[src/rtl/ball_ctrl.sv]
// Pong ball motion controller: advances the ball centre once per frame,
// bounces off walls and paddles, detects misses and runs the serve delay.
module ball_ctrl #(
   parameter int H_ACTIVE     = 640,
   parameter int V_ACTIVE     = 480,
   parameter int BALL_SIZE    = 10,
   parameter int PADDLE_W     = 10,
   parameter int PADDLE_H     = 60,
   parameter int PADDLE_LX    = 20,
   parameter int PADDLE_RX    = 620,
   parameter int SPEED        = 2,
   parameter int SERVE_FRAMES = 60
) (
   input  logic       clk,
   input  logic       rst_n,
   input  logic       frame_tick,
   input  logic [8:0] pad_l_y,
   input  logic [8:0] pad_r_y,
   output logic [9:0] ball_x,
   output logic [8:0] ball_y,
   output logic       dx_pos,
   output logic       dy_pos,
   output logic       serving,
   output logic       score_l,
   output logic       score_r
);

   localparam int HALF = BALL_SIZE >> 1;
   localparam int CW   = $clog2(SERVE_FRAMES + 1);

   localparam logic signed [10:0] SPD    = 11'(SPEED);
   localparam logic signed [10:0] TOP    = 11'(HALF);
   localparam logic signed [10:0] BOTTOM = 11'(V_ACTIVE - 1 - HALF);
   localparam logic signed [10:0] LEFT   = 11'(HALF);
   localparam logic signed [10:0] RIGHT  = 11'(H_ACTIVE - 1 - HALF);
   localparam logic signed [10:0] LC     = 11'(PADDLE_LX + PADDLE_W / 2 + HALF);
   localparam logic signed [10:0] RC     = 11'(PADDLE_RX - PADDLE_W / 2 - HALF);
   localparam logic signed [10:0] REACH  = 11'(PADDLE_H / 2 + HALF);
   localparam logic [CW-1:0]      LAST   = CW'(SERVE_FRAMES - 1);

   typedef enum logic {SERVE, PLAY} state_t;

   state_t            state_reg;
   logic [CW-1:0]     serve_cnt_reg;

   logic signed [10:0] cx, cy, nx, ny, pl, pr, dl, dr, adl, adr;
   logic signed [10:0] x_next, y_next;
   logic               dx_next, dy_next;
   logic               hit_l, hit_r, miss_l, miss_r;

   always_comb begin
      cx  = {1'b0, ball_x};
      cy  = {2'b00, ball_y};
      pl  = {2'b00, pad_l_y};
      pr  = {2'b00, pad_r_y};
      nx  = dx_pos ? cx + SPD : cx - SPD;
      ny  = dy_pos ? cy + SPD : cy - SPD;
      dl  = cy - pl;
      dr  = cy - pr;
      adl = dl[10] ? -dl : dl;
      adr = dr[10] ? -dr : dr;

      hit_l  = !dx_pos && (cx >= LC) && (nx <= LC) && (adl < REACH);
      hit_r  =  dx_pos && (cx <= RC) && (nx >= RC) && (adr < REACH);
      miss_r = !hit_l && !hit_r && (nx <= LEFT);
      miss_l = !hit_l && !hit_r && !miss_r && (nx >= RIGHT);

      x_next  = nx;
      dx_next = dx_pos;
      if (hit_l) begin
         x_next  = LC;
         dx_next = 1'b1;
      end else if (hit_r) begin
         x_next  = RC;
         dx_next = 1'b0;
      end

      y_next  = ny;
      dy_next = dy_pos;
      if (!dy_pos && ny <= TOP) begin
         y_next  = TOP;
         dy_next = 1'b1;
      end else if (dy_pos && ny >= BOTTOM) begin
         y_next  = BOTTOM;
         dy_next = 1'b0;
      end
   end

   always_ff @(posedge clk) begin
      if (!rst_n) begin
         state_reg     <= SERVE;
         serve_cnt_reg <= '0;
         ball_x        <= 10'(H_ACTIVE / 2);
         ball_y        <= 9'(V_ACTIVE / 2);
         dx_pos        <= 1'b1;
         dy_pos        <= 1'b1;
         serving       <= 1'b1;
         score_l       <= 1'b0;
         score_r       <= 1'b0;
      end else begin
         score_l <= 1'b0;
         score_r <= 1'b0;
         if (frame_tick) begin
            case (state_reg)
               SERVE: begin
                  if (serve_cnt_reg == LAST) begin
                     state_reg     <= PLAY;
                     serve_cnt_reg <= '0;
                     serving       <= 1'b0;
                  end else begin
                     serve_cnt_reg <= serve_cnt_reg + 1'b1;
                  end
               end
               PLAY: begin
                  // A miss recentres the ball and serves toward the conceding side.
                  if (miss_l || miss_r) begin
                     score_l       <= miss_l;
                     score_r       <= miss_r;
                     ball_x        <= 10'(H_ACTIVE / 2);
                     ball_y        <= 9'(V_ACTIVE / 2);
                     dx_pos        <= miss_l;
                     state_reg     <= SERVE;
                     serve_cnt_reg <= '0;
                     serving       <= 1'b1;
                  end else begin
                     ball_x <= x_next[9:0];
                     dx_pos <= dx_next;
                     ball_y <= y_next[8:0];
                     dy_pos <= dy_next;
                  end
               end
               default: state_reg <= SERVE;
            endcase
         end
      end
   end

endmodule

[config.mk]
export PLATFORM = sky130hd
export DESIGN_NAME = ball_ctrl
export DESIGN_NICKNAME = d
export VERILOG_FILES = /design/src/rtl/ball_ctrl.sv
export SDC_FILE = /design/constraint.sdc
export NUM_CORES = 1
export LEC_CHECK = 0
export ABC_AREA = 1
export CAP_MARGIN = 5
export CORE_MARGIN = 5
export CORE_UTILIZATION = 45
export CTS_CLUSTER_SIZE = 40
export DETAILED_ROUTE_END_ITERATION = 6
export PLACE_DENSITY_LB_ADDON = 0.3
export SLEW_MARGIN = 25
export SYNTH_ARGS = -nofsm -noshare
export SYNTH_HDL_FRONTEND = slang
export SYNTH_SLANG_ARGS = --single-unit
[constraint.sdc]
create_clock -name clk -period 8.1 [get_ports clk]
set_input_delay 1.215 -clock clk [delete_from_list [all_inputs] [get_ports clk]]
set_output_delay 1.215 -clock clk [all_outputs]
set_load 0.05 [all_outputs]
# Word level (Yosys, flattened, before mapping)
# Index checks and enable logic that the tools add are counted.
[word_totals]
register_bits = 31
elab_cells = 83
out_inout_bits = 24
[op_classes]
eq_ne = 3
reduce_logical = 26
order_cmp = 10
muxes = 24
n_bitwise = 2
add_sub_neg = 9
[op_table]
columns = ["operator", "count"]
rows = [
  ["$mux 11", 4],
  ["$mux 10", 3],
  ["$mux 9", 3],
  ["$ge 11x11->1 const B", 2],
  ["$le 11x4->1 const B", 2],
  ["$lt 11x7->1 const B", 2],
  ["$neg 10->11", 2],
  ["$sub 9x9->10", 2],
  ["$logic_and 1x1->1", 12],
  ["$mux 6", 2],
  ["$pmux 6 s2", 1],
  ["$add 10x2->11 const B", 1],
  ["$ge 11x10->1 const B", 1],
  ["$le 11x6->1 const B", 1],
  ["$sub 10x2->11 const B", 1],
  ["$add 9x2->10 const B", 1],
  ["$ge 10x5->1 const B", 1],
  ["$le 10x10->1 const B", 1],
  ["$sub 9x2->10 const B", 1],
  ["$mux 1", 9],
  ["$reduce_and 4->1", 2],
  ["$add 6x1->6 const B", 1],
  ["$eq 6x6->1 const B", 1],
  ["$reduce_and 3->1", 2],
  ["9 further kinds", 16],
]

# Longest topological paths before layout
[depth]
depth_word = 14
mapped_depth = 24

# Least setup slack after synthesis
# Ideal clock, no wire load.
[synth_timing]
path_type = "in2reg"
start = "input port pad_r_y[0]"
end = "register serve_cnt_reg[1]"
arrival_ns = 3.582
n_path_buf = 0
stages = 22
required_ns = 7.972
setup_ns = 0.128
setup_slack_ns = 4.390
path_cell_list = "ha_1 inv_1 fa_1 inv_1 ha_1 inv_1 nor2_1 nand3_1 nor2_1 nand2_1 nand2_1 nand2_1 nand2_1 nand3_1 nor2_2 nand3_4 o211ai_4 nand2_4 nand2_4 nand2_1 nand2_1 nor2_1"
[synth_between]
elab_chain_cells = 14
[synth_rtl]
columns = ["element", "line_no", "text"]
rows = [
  ["from (decl)", "18", "input logic [8:0] pad_r_y,"],
  ["$sub 9x9->10 *", "59", "dr = cy - pr;"],
  ["$neg 10->11", "61", "adr = dr[10] ? -dr : dr;"],
  ["$mux 11 *", "61", ""],
  ["$lt 11x7->1 *", "64", "hit_r = dx_pos && (cx <= RC) && (nx >= RC) && (adr < REACH);"],
  ["$logic_and 1x1->1 *", "64", ""],
  ["$logic_not 1->1 *", "65, 66", ""],
  ["$logic_and 1x1->1 *", "65, 66", ""],
  ["$logic_and 1x1->1", "65", "miss_r = !hit_l && !hit_r && (nx <= LEFT);"],
  ["$logic_not 1->1", "66", "miss_l = !hit_l && !hit_r && !miss_r && (nx >= RIGHT);"],
  ["$logic_and 1x1->1 (2 in series)", "66", ""],
  ["$logic_or 1x1->1 *", "116", "if (miss_l || miss_r) begin"],
  ["$ne 2x1->1 (no source line) *", "--", ""],
  ["$reduce_and 2->1 (no source line) *", "--", ""],
  ["to (signal assigned)", "111", "serve_cnt_reg <= serve_cnt_reg + 1'b1;"],
  ["to (decl)", "44", "logic [CW-1:0] serve_cnt_reg;"],
]
# Mark *: on every way between the ends. The rest lies on a longest branch, timed or not.
# A chain may end at the register's enable or synchronous reset.

# Final worst setup path
# Ends and elaborated chain as after synthesis.

==> results summary <==
The maximum operating frequency came out at between 200 and 250 MHz. Gates resized during post-CTS repair numbered 0. The estimated wirelength of the detail-placed design is between 8 and 9 mm.

The clock transition time at the flip-flop clock pins of the worst setup and hold paths is 0.07 ns. The routed layout has around 4400 vias. The slowest stage of the critical path belongs to the cell clkdlybuf4s50_1. In the final layout, the share of cells above drive strength 1 is 0.0717.

The source of the worst hold timing path is serve_cnt_reg[5]$_SDFFE_PN0P_. The clock skew came out at between 0.004 and 0.005 ns. Data on the critical path arrives at its endpoint at approximately 4.5 ns.

The post-layout net count is 796. The first global-routing pass estimated about 18 mm of wire. Across the run, the number of max-cap violations was 0. The number of buffers created by CTS is 5. The portion of the clock cycle consumed by the worst path in the final layout came out at 0.535. Buffers inserted to repair hold after CTS numbered 0. After floorplanning, the core was sized to cover slightly below 0.009 mm^2. The worst setup path is launched from an input pin. The register-to-register setup slack is around 4.6 ns. The critical path starts at pad_r_y[0]. The synthesized area divided by synthesized cell count came out at ~5.8 um^2.

The delay of the slowest cell on the worst path is 0.46 ns. The number of placed I/O pins came out at 45. Counting flops with a built-in enable in the synthesized netlist gives 0. The placed instances occupy a cell area of 0.00455 mm^2.

The detailed-route wire length per cell is 12.0 um. The final-layout fill cell count came out at just over 900. The worst setup path is captured at a flop. The fraction of registers with async set/reset is 0. Sorting the synthesized cells by how often they occur yields 231 x nand2_1, 110 x inv_1, 78 x nand3_1. The setup-violating endpoint count in the final report came out at 0. The setup path with the least slack is of type in2reg.

After detailed routing, the number of remaining DRC violations is 0. The pre-antenna-repair detailed-routing pass consisted of 5 iterations. The count of inserted antenna diode cells came out at 0. The worst path required time is between 8 and 9 ns.

The minimum clock period is around 4.3 ns. TritonCTS built the clock tree. The worst voltage drop across the vdd grid came out at between 0.1 and 0.15 mV. The remaining antenna violation count after routing came out at 0. nand2_1 is the most common cell in the netlist. During placement, the flow inserted port buffers numbering 43. In this design, the critical path's most frequently occurring cell is nand2_1.

The die height came out at ~100 um. Of all nets on the critical path, the largest fanout is 18. In this run the static leakage power is roughly 2.5 nW. Summing all non-filler instances in the final layout gives an area of 0.00470 mm^2. The net count of the mapped netlist came out at ~760. The post-CTS setup repair buffer count is 0. The number of standard-cell rows in the floorplan came out at 34. The maximum number of pins on one net before global-route repair came out at 22. Setup repair after global routing left no endpoint under its margin. The overall routed net length is a little over 10 mm.

The global router's overall resource usage came out at 0.188. The largest total area in the synthesized netlist belongs to nand2_1. Routability-driven placement finished with a final weighted congestion of around 0.89.

The starting DRC count in detailed routing is roughly 210. The number of clock sinks is 30. The final number of max-transition violations came out at 0. The setup total negative slack came out at 0 ns. After global routing the overflow that remains totals 0. The post-synthesis register bit count came out at 30. In this run the clock root is driven by a clkbuf_8.

The tightest min-delay check is of the reg2reg type. The number of global-route vias before repair is approximately 4100. The critical path goes through clkdlybuf4s50_1 > ha_1 > inv_1 > fa_1 > inv_1 > ha_1 > inv_1 > nor2_1 > nand3_1 > nor2_1 > nand2_1 > nand2_1 > nand2_1 > nand2_1 > nand3_1 > nor2_2 > nand3_4 > o211ai_4 > nand2_4 > nand2_4 > nand2_1 > nand2_1 > nor2_1.

The reg-to-reg startpoint is ball_y[0]$_SDFFE_PN0P_. Yosys attributes the largest share of cell area to nand2_1 21%, dfxtp_1 15%, ha_1 11%. The worst hold margin came out at just under 0.5 ns. In the synthesized netlist, the number of instances is around 700. In the synthesized netlist the dominant register cell turns out to be dfxtp_1.

The starting utilization of the core area is 0.463. The actual slew at the worst max-slew pin came out at between 0.7 and 0.8 ns. The relative slew slack came out at 0.512. The area of the die came out at 0.0110 mm^2. Power spread over the standard cell area amounts to approximately 94 mW/mm^2. The netlist uses between 40 and 50 different library cells. The proportion of synthesized chip area in sequential cells came out at 0.149. The flow ran to the end, and the final reports show no timing, DRC or antenna violations.

The number of levels the H-tree was split into is 2. The average vias per placed instance came out at 5.17. The number of endpoints with negative hold slack in the final report came out at 0. The clock latency of the later-clocked register in the worst-skew pair is between 0.2 and 0.3 ns. The longest clock path from root to sink contains 2 buffers. The count of warnings emitted by yosys came out at 0. The floorplan step set the die width to 105 um. The number of antenna violations at the first check in global routing came to 0. The share of the synthesized area in the top cell type is 0.215. The area of the mapped netlist is around 0.004 mm^2.

Relative to the synthesized area, the layout overhead comes to 16.2%.
==> cell families after synthesis <==
kind of cell    after synthesis  share of synthesized area
compound gates               60                     0.0920
xor+xnor                     16                     0.0347
fa+ha+maj                    37                      0.120
buf+inv                     129                      0.125
flops                        30                      0.149
mux                           1                    0.00248
other cells                   1                   0.000928
simple gates                424                      0.476
==> power breakdown <==
group	switching (mW)	total, mW	internal [mW]
Clock	0.0584	0.190	0.131
Sequential	0.00107	0.149	0.148
Combinational	0.0618	0.103	0.0408
Total	0.121	0.442	0.320
==> worst paths after layout <==
path,endpoint,depth (start not counted)
worst max-delay path,serve_cnt_reg[1]$_SDFFE_PN0P_,23
worst min-delay path,serve_cnt_reg[5]$_SDFFE_PN0P_,2
worst max register to register,serve_cnt_reg[1]$_SDFFE_PN0P_,23
worst min register to register,serve_cnt_reg[5]$_SDFFE_PN0P_,2
==> layer usage <==
| layer | vias to the layer above | wire length [um] | global-route usage |
|---|---|---|---|
| met5 | - | 0 | 0 |
| met2 | 85 | 4860 | 0.330 |
| met3 | 14 | 388 | 0.0308 |
| met1 | 1964 | 4780 | 0.247 |
| li1 | 2315 | - | - |
| met4 | 0 | 102 | 0.0292 |
==> metrics by stage <==
stage / worst slack, ns / power, mW / utilization / cells
floorplan: 4.39 / 0.231 / - / 698
global placement: 3.61 / 0.253 / 0.522 / 839
detailed placement: 3.51 / 0.255 / 0.522 / 839
CTS: 3.78 / 0.443 / 0.538 / 847
global route: 3.41 / 0.468 / 0.539 / 847
finish: 3.77 / 0.442 / 0.539 / 847
==> cell type report <==
cell class / instances / area (um^2) / area share
clock buffer: 6 / 82.6 / 0.0176
clock inverter: 2 / 60.1 / 0.0128
inverter: 119 / 447 / 0.0951
multi-input combinational: 539 / 2940 / 0.626
sequential: 30 / 601 / 0.128
tap: 108 / 135 / 0.0288
timing repair buffer: 43 / 430 / 0.0916
==> cells in the final DEF (no fill, tap or decap), drive strengths merged, types with 2 or more instances in the layout <==
master,count
nand3,83
fa,3
xor2,12
o21ai,12
o21bai,2
clkdlybuf4s50,43
nand2,243
dfxtp,30
or2,3
o211ai,9
nand3b,5
clkbuf,6
ha,34
a21oi,32
clkinv,2
nor4,3
nor2,59
nand4,17
xnor2,4
nor3,11
inv,117
bufinv,2
==> critical path: cells and delay by family <==
kind / cells / cell delay [ns]
AOI/OAI and AO/OA: 1 / 0.26
and+or+nand+nor: 15 / 1.45
adders and majority gates: 3 / 0.86
buffers and inverters: 4 / 0.70
Note: power is estimated with default switching activity, not from simulation.
